$ cat config.mk
export PLATFORM = sky130hd
export DESIGN_NAME = seq_div4
export DESIGN_NICKNAME = d
export VERILOG_FILES = /design/src/rtl/seq_div4.sv
export SDC_FILE = /design/constraint.sdc
export NUM_CORES = 1
export LEC_CHECK = 0
export CORE_MARGIN = 2
export CORE_UTILIZATION = 40
export CTS_CLUSTER_DIAMETER = 80
export CTS_CLUSTER_SIZE = 8
export DETAILED_ROUTE_END_ITERATION = 8
export SYNTH_ARGS = -nofsm -noshare
export SYNTH_HDL_FRONTEND = slang
export SYNTH_SLANG_ARGS = --single-unit
$ cat constraint.sdc
create_clock -name clk -period 2 [get_ports clk]
set_input_delay 0.2 -clock clk [delete_from_list [all_inputs] [get_ports clk]]
set_output_delay 0.2 -clock clk [all_outputs]
set_load 0.1 [all_outputs]
$ cat src/rtl/seq_div4.sv
// Sequential restoring divider: one quotient bit per clock, MSB first, W+1 cycles per result.
// Define DIVZERO_DETECT_EN to short-circuit a zero divisor straight to DONE with o_dz set.
module seq_div4 #(
  parameter int W = 4
) (
  input  logic         clk,
  input  logic         rst_n,
  input  logic         i_start,
  input  logic [W-1:0] i_dividend,
  input  logic [W-1:0] i_divisor,
  output logic [W-1:0] o_quotient,
  output logic [W-1:0] o_remainder,
  output logic         o_busy,
  output logic         o_done,
  output logic         o_dz
);

  localparam int CW = $clog2(W);

  typedef enum logic [1:0] {
    S_IDLE = 2'd0,
    S_RUN  = 2'd1,
    S_DONE = 2'd2
  } state_t;

  state_t        r_state;
  logic [W:0]    r_rem;
  logic [W-1:0]  r_quo;
  logic [W-1:0]  r_div;
  logic [CW-1:0] r_cnt;
  logic [W-1:0]  r_quotient;
  logic [W-1:0]  r_remainder;
  logic          r_busy;
  logic          r_done;

  logic [W:0]    w_shift;
  logic [W:0]    w_ndiv;
  logic [W:0]    w_diff;
  logic [W:0]    w_rem_nx;
  logic          w_carry;
  logic [W-1:0]  w_quo_nx;
  logic          w_zero_skip;

  // r_quo starts as the dividend; its MSB feeds the remainder while quotient bits enter at the LSB.
  assign w_shift  = (r_rem << 1) | {{W{1'b0}}, r_quo[W-1]};
  assign w_ndiv   = ~{1'b0, r_div};
  assign {w_carry, w_diff} = {1'b0, w_shift} + {1'b0, w_ndiv} + {{(W+1){1'b0}}, 1'b1};
  assign w_rem_nx = w_carry ? w_diff : w_shift;
  assign w_quo_nx = {r_quo[W-2:0], w_carry};

`ifdef DIVZERO_DETECT_EN
  logic r_dz;
  logic w_accept;

  assign w_zero_skip = (i_divisor == '0);
  assign w_accept    = i_start && (r_state != S_RUN);
  assign o_dz        = r_dz;

  always_ff @(posedge clk or negedge rst_n) begin
    if (!rst_n) begin
      r_dz <= 1'b0;
    end else if (w_accept) begin
      r_dz <= w_zero_skip;
    end
  end
`else
  assign w_zero_skip = 1'b0;
  assign o_dz        = 1'b0;
`endif

  // NOTE: state uses non-blocking assignments so every register samples pre-edge values.
  always_ff @(posedge clk or negedge rst_n) begin
    if (!rst_n) begin
      r_state     <= S_IDLE;
      r_rem       <= '0;
      r_quo       <= '0;
      r_div       <= '0;
      r_cnt       <= '0;
      r_quotient  <= '0;
      r_remainder <= '0;
      r_busy      <= 1'b0;
      r_done      <= 1'b0;
    end else begin
      r_done <= 1'b0;
      case (r_state)
        S_IDLE, S_DONE: begin
          if (i_start) begin
            if (w_zero_skip) begin
              r_state     <= S_DONE;
              r_done      <= 1'b1;
              r_quotient  <= '1;
              r_remainder <= i_dividend;
            end else begin
              r_state <= S_RUN;
              r_busy  <= 1'b1;
              r_rem   <= '0;
              r_quo   <= i_dividend;
              r_div   <= i_divisor;
              r_cnt   <= CW'(W - 1);
            end
          end else begin
            r_state <= S_IDLE;
          end
        end
        S_RUN: begin
          r_rem <= w_rem_nx;
          r_quo <= w_quo_nx;
          if (r_cnt == '0) begin
            r_state     <= S_DONE;
            r_busy      <= 1'b0;
            r_done      <= 1'b1;
            r_quotient  <= w_quo_nx;
            r_remainder <= w_rem_nx[W-1:0];
          end else begin
            r_cnt <= r_cnt - CW'(1);
          end
        end
        default: r_state <= S_IDLE;
      endcase
    end
  end

  assign o_quotient  = r_quotient;
  assign o_remainder = r_remainder;
  assign o_busy      = r_busy;
  assign o_done      = r_done;

endmodule

Word level (Yosys, flattened, before mapping)
Index checks and enable logic that the tools add are counted.
{ "totals": {"ff_bits": 26, "in_bits": 11, "wordCells": 44} }
{ "op_classes": {"n_addsub": 3, "eq_ne": 5, "mux": 16, "n_bitwise": 2, "reduce_logical": 9} }
{ "ops": {"columns": ["operator", "n"], "rows": [
  ["$pmux 4 s2", 2],
  ["$mux 4", 3],
  ["$pmux 2 s2", 2],
  ["$add 5x5->6", 1],
  ["$add 6x1->6 const B", 1],
  ["$mux 2", 3],
  ["$ne 2x2->1 const B", 3],
  ["$reduce_and 2->1", 3],
  ["$reduce_and 3->1", 2],
  ["$mux 1", 5],
  ["$not 4->5", 1],
  ["$or 5x1->5", 1],
  ["$logic_not 2->1", 2],
  ["$eq 2x1->1 const B", 1],
  ["$eq 2x2->1 const B", 1],
  ["$pmux 1 s2", 1],
  ["$reduce_bool 2->1", 1],
  ["$reduce_or 2->1", 1],
  ["$sub 2x1->2 const B", 1]
]} }

Logic depth before layout (Yosys ltp)
Gate-level depths: netlist of the first run.
{ "depth": {"ltp_word": 5, "depth_mapped": 7, "depth_no_buf": 7} }

Worst setup path before layout of the first run
Ideal clock, no wire load.
{ "synth_path": {"path_kind": "reg2reg", "startpoint": "register r_rem[0]", "endpoint": "register r_rem[3]", "setup_ns": 0.076, "t_arrival_ns": 1.563, "path_slack_ns": 0.361, "stages_incl_launch_ff": 6, "path_buffers": 0, "period_less_slack_ns": 1.639, "cell_sequence": "dfrtp_1 -> ha_1 -> nor2b_1 -> o31a_1 -> or3_1 -> o21ai_1"} }
{ "synth_between": {"elab_chain_cells": 5} }
{ "synth_lines": {"columns": ["item", "line", "source"], "rows": [
  ["from (decl)", "27", "logic [W:0] r_rem;"],
  ["from (signal assigned)", "106", "r_rem <= w_rem_nx;"],
  ["$or 5x1->5", "45", "assign w_shift = (r_rem << 1) | {{W{1'b0}}, r_quo[W-1]};"],
  ["$add 5x5->6", "47", "assign {w_carry, w_diff} = {1'b0, w_shift} + {1'b0, w_ndiv} + {{(W+1){1'b0}}, 1'b1};"],
  ["$add 6x1->6", "47", null],
  ["$mux 4", "48", "assign w_rem_nx = w_carry ? w_diff : w_shift;"],
  ["$pmux 4 s2", "85", "case (r_state)"]
]} }
No other way between the ends.
A chain may end at the register's enable or synchronous reset.

Final worst setup path of the first run
{ "layout_path": {"startpoint": "register r_rem[0]", "endpoint": "register r_remainder[1], in the netlist o_remainder[1]"} }
{ "layout_between": {"elab_chain_cells": 4} }
{ "layout_lines": {"columns": ["item", "line", "source"], "rows": [
  ["$or 5x1->5 (*)", "45", null],
  ["$add 5x5->6", "47", null],
  ["$add 6x1->6", "47", null],
  ["$mux 4 (*)", "48", null],
  ["to (signal assigned)", "92", "r_remainder <= i_dividend;"],
  ["to (signal assigned)", "113", "r_remainder <= w_rem_nx[W-1:0];"],
  ["to (decl)", "32", "logic [W-1:0] r_remainder;"]
]} }
Every way passes the cells marked *; elsewhere a longest branch is shown, timed or not.

==> summary by stage, run 1 <==
Detailed routing
The routed length on met1 is 1190 µm. Wire segments on met2 add up to 1250 µm in the final route. The detailed-route wire length is 2570 µm. After detailed routing, the average wire length per cell comes to 14.0 µm. After detailed routing, the met3 layer carries 111 µm of wire. The number of iterations in the first detailed-routing pass is 4. The via count of the routed design is 981. After detailed routing, no signal wire sits above met4. For this run, design rule violations remaining after detail routing come to 0.

For this block, the initial DRC count from the detailed router was 58. The via-per-instance ratio is about 5.3. The count of antenna-violating nets left after detailed routing is 0.

STA
The count of final max-slew check failures is 0. The worst hold margin is 0.208 ns. The number of hold-slack violations in the final timing report came to 0.

The count of endpoints failing setup in the final report is 0. Dividing the final minimum period by the clock period gives 0.911. Based on the critical path, the design can be clocked at up to 0.549 GHz. Setup repair after global routing left no endpoint under its margin. For the final database, setup skew stands at 0.0119 ns. The routed design could run at a clock period as short as 1.82 ns.

Setup total negative slack on the finished layout was measured at 0 ns. The relative slew slack is 0.607. The slew at the pin closest to its max-slew limit is 0.586 ns.

Status
The flow ran to the end, and the final reports show no timing, DRC or antenna violations.

Logic synthesis
The number of synthesized flops with an enable pin is 0. Counting distinct cell types in the post-synthesis netlist gives 36. The flip-flop and latch count after synthesis is 26. After synthesis, the cell types taking the most area are sky130_fd_sc_hd__dfrtp_1 (53%), sky130_fd_sc_hd__nand2_1 (8.8%), sky130_fd_sc_hd__ha_1 (5.1%), sky130_fd_sc_hd__nand4_1 (3.0%), sky130_fd_sc_hd__o21ai_0 (2.4%).

The share of flip-flops with an asynchronous set or reset after synthesis is 1.00. The most frequently used flop master after synthesis is sky130_fd_sc_hd__dfrtp_1. sky130_fd_sc_hd__dfrtp_1 takes more of the synthesized area than any other cell. The cell area that synthesis handed to floorplanning was between 1000 and 1500 µm².

The number of synthesis warnings is 0. The proportion of netlist area held by the largest area contributor is 0.527. The number of instances in the synthesized netlist is 126. A synthesized cell averages 9.79 µm². The synthesized net count is 143.

The share of the yosys chip area belonging to registers is 0.527.

Cells and area
The library cells used most frequently in the layout, excluding fill and tap cells, are sky130_fd_sc_hd__nand2_1 (29), sky130_fd_sc_hd__dfrtp_1 (26), sky130_fd_sc_hd__buf_4 (16). Leaving out fill and tap cells, the most frequent cell in the layout is sky130_fd_sc_hd__nand2_1. The number of nets in the finished design is 169. The synthesis-to-finish area growth is 22.6%.

The diode insertion count for antenna repair is 0. Fill cells in the final layout number 305. In the final layout, the share of cells above drive strength 1 is 0.172.

Placed design
The sum of net half-perimeters after detailed placement is approximately 1900 µm. At the end of routability-driven placement, the weighted congestion stood at 0.765. In this run the tool buffered the top-level ports with 20 buffer cells.

Die
The total core area is 3000 µm². Measured along the y axis, the die boundary spans between 50 and 60 µm. The floorplan step defined a die boundary enclosing 3540 µm². The initial standard-cell utilization of the core is 0.411. 22 I/O pins were placed.

The floorplan step set the die width to 59.5 µm. The number of cell rows is 20.

Clock tree
The number of instances resized during post-cts repair is 0. After clock tree synthesis, the clock-pin slew on the worst setup and hold paths is 0.15 ns. CTS built an H-tree with a depth of 1.

The tree built by TritonCTS fans out to 26 sinks. The clock latency of the later-clocked register in the worst-skew pair is between 0.3 and 0.4 ns. Buffers added to address setup during post-CTS repair amount to 0. The worst-case clock buffer depth is 2.

The root buffer cell is sky130_fd_sc_hd__clkbuf_4. The number of buffers inserted during clock tree synthesis is 3. In this run, post-CTS hold repair placed 0 buffers. The CTS tree is yes.

Setup path
The critical path is of the flop to flop type. STA classifies the critical path endpoint as a flop. The element type at the critical path start is a flop.

The data arrival time of the critical path is about 2.0 ns. In this run the worst path has a maximum fanout of 5. For the worst setup path, the data required time is 2.21 ns.

Global route
The number of antenna violations at the first check in global routing is 0. The number of global-route vias before repair is ~900. The sum of overflow across all layers after global routing is 0. The total global routing track utilization is 0.158. The first global-routing pass estimated 4200 µm of wire. Entering global routing, the biggest net connects 27 pins.

Worst hold path
The worst hold path belongs to the class input pin to asynchronous set/reset pin.

Run
Max-cap violations in this run came to 0.
[path summary, 6_finish.rpt]
path / from / end / slack [ns] / depth (start not counted)
max: r_rem[0] / o_remainder[1] / 0.18 / 5
min: rst_n / o_remainder[3] / 0.21 / 2
max reg2reg: r_rem[0] / o_remainder[1] / 0.18 / 5
min reg2reg: o_quotient[1] / o_quotient[1] / 0.49 / 2
max in group asynchronous: rst_n / o_quotient[1] / 1.52 / 2
min in group clk: i_divisor[2] / r_div[2] / 0.42 / 3
[routing by layer]
| metal | vias up | global-route usage |
|---|---|---|
| li1 | 486 | - |
| met1 | 473 | 0.220 |
| met2 | 20 | 0.254 |
| met3 | 2 | 0.0393 |
| met4 | 0 | 0.0286 |
| met5 | - | 0 |
[critical path, stage by stage, from the launching register on]
cell and delay, ns:
sky130_fd_sc_hd__dfrtp_1 0.47, sky130_fd_sc_hd__ha_1 0.30, sky130_fd_sc_hd__nor2b_1 0.16, sky130_fd_sc_hd__o31a_1 0.31, sky130_fd_sc_hd__o311ai_0 0.36, sky130_fd_sc_hd__nand3_1 0.11
[state kept, by name, indices dropped and copies added (netlist names), 2 cells and up]
| name | cells |
|---|---|
| o_quotient | 4 |
| o_remainder | 4 |
| r_cnt | 2 |
| r_div | 4 |
| r_quo | 4 |
| r_rem | 4 |
| r_state | 2 |
[cell usage after synthesis, drive strengths merged (3+ instances only)]
master	instances
a22oi	3
buf	3
dfrtp	26
ha	5
inv	9
nand2	29
nand4	6
nor2	5
nor2b	3
nor3	5
o211ai	3
o21ai	7
[area by class of cell]
type	count	area, µm²	share of cell area
Timing Repair Buffer	26	220	0.146
Multi-Input combinational cell	86	531	0.351
Tap cell	33	41.3	0.0273
Sequential cell	26	651	0.430
Clock buffer	4	36.3	0.0240
Inverter	9	33.8	0.0223
[kinds of logic (layout without fill, tap and decap cells)]
kind of cell,Yosys count,after routing,synth area share
AO/OA/AOI/OAI,23,23,0.133
XOR/XNOR,1,1,0.00710
adder cells (fa/ha/maj),6,6,0.0669
buffers and inverters,14,39,0.0477
flip-flops,26,26,0.527
multiplexers,1,1,0.00913
other,1,1,0.00304
AND/OR/NAND/NOR,54,54,0.206
[per-stage QoR]
| step | instance area (µm²) | setup slack, ns | util | instances |
|---|---|---|---|---|
| final | 1510 | 0.178 | 0.504 | 184 |
| after global routing | 1510 | 0.0668 | 0.504 | 184 |
| after CTS | 1510 | 0.134 | 0.502 | 184 |
| after detailed placement | 1470 | 0.181 | 0.490 | 180 |
| after global placement | 1470 | 0.231 | 0.490 | 180 |
| after floorplan | 1230 | 0.361 | - | 126 |
Power of run 1 is left out: the tool's default activity adds up to more than one toggle a clock period on the data nets, which glitch-free logic cannot reach.
==> run 2: changes to the inputs <==
--- a/config.mk
+++ b/config.mk
@@ -7,7 +7,6 @@
 export LEC_CHECK = 0
 export CORE_MARGIN = 2
 export CORE_UTILIZATION = 40
-export CTS_CLUSTER_DIAMETER = 80
 export CTS_CLUSTER_SIZE = 8
 export DETAILED_ROUTE_END_ITERATION = 8
 export SYNTH_ARGS = -nofsm -noshare
==> results of run 2 <==
The final DEF is identical to that of run 1; final timing and power are the same.
Power of run 2 is left out for the same reason.
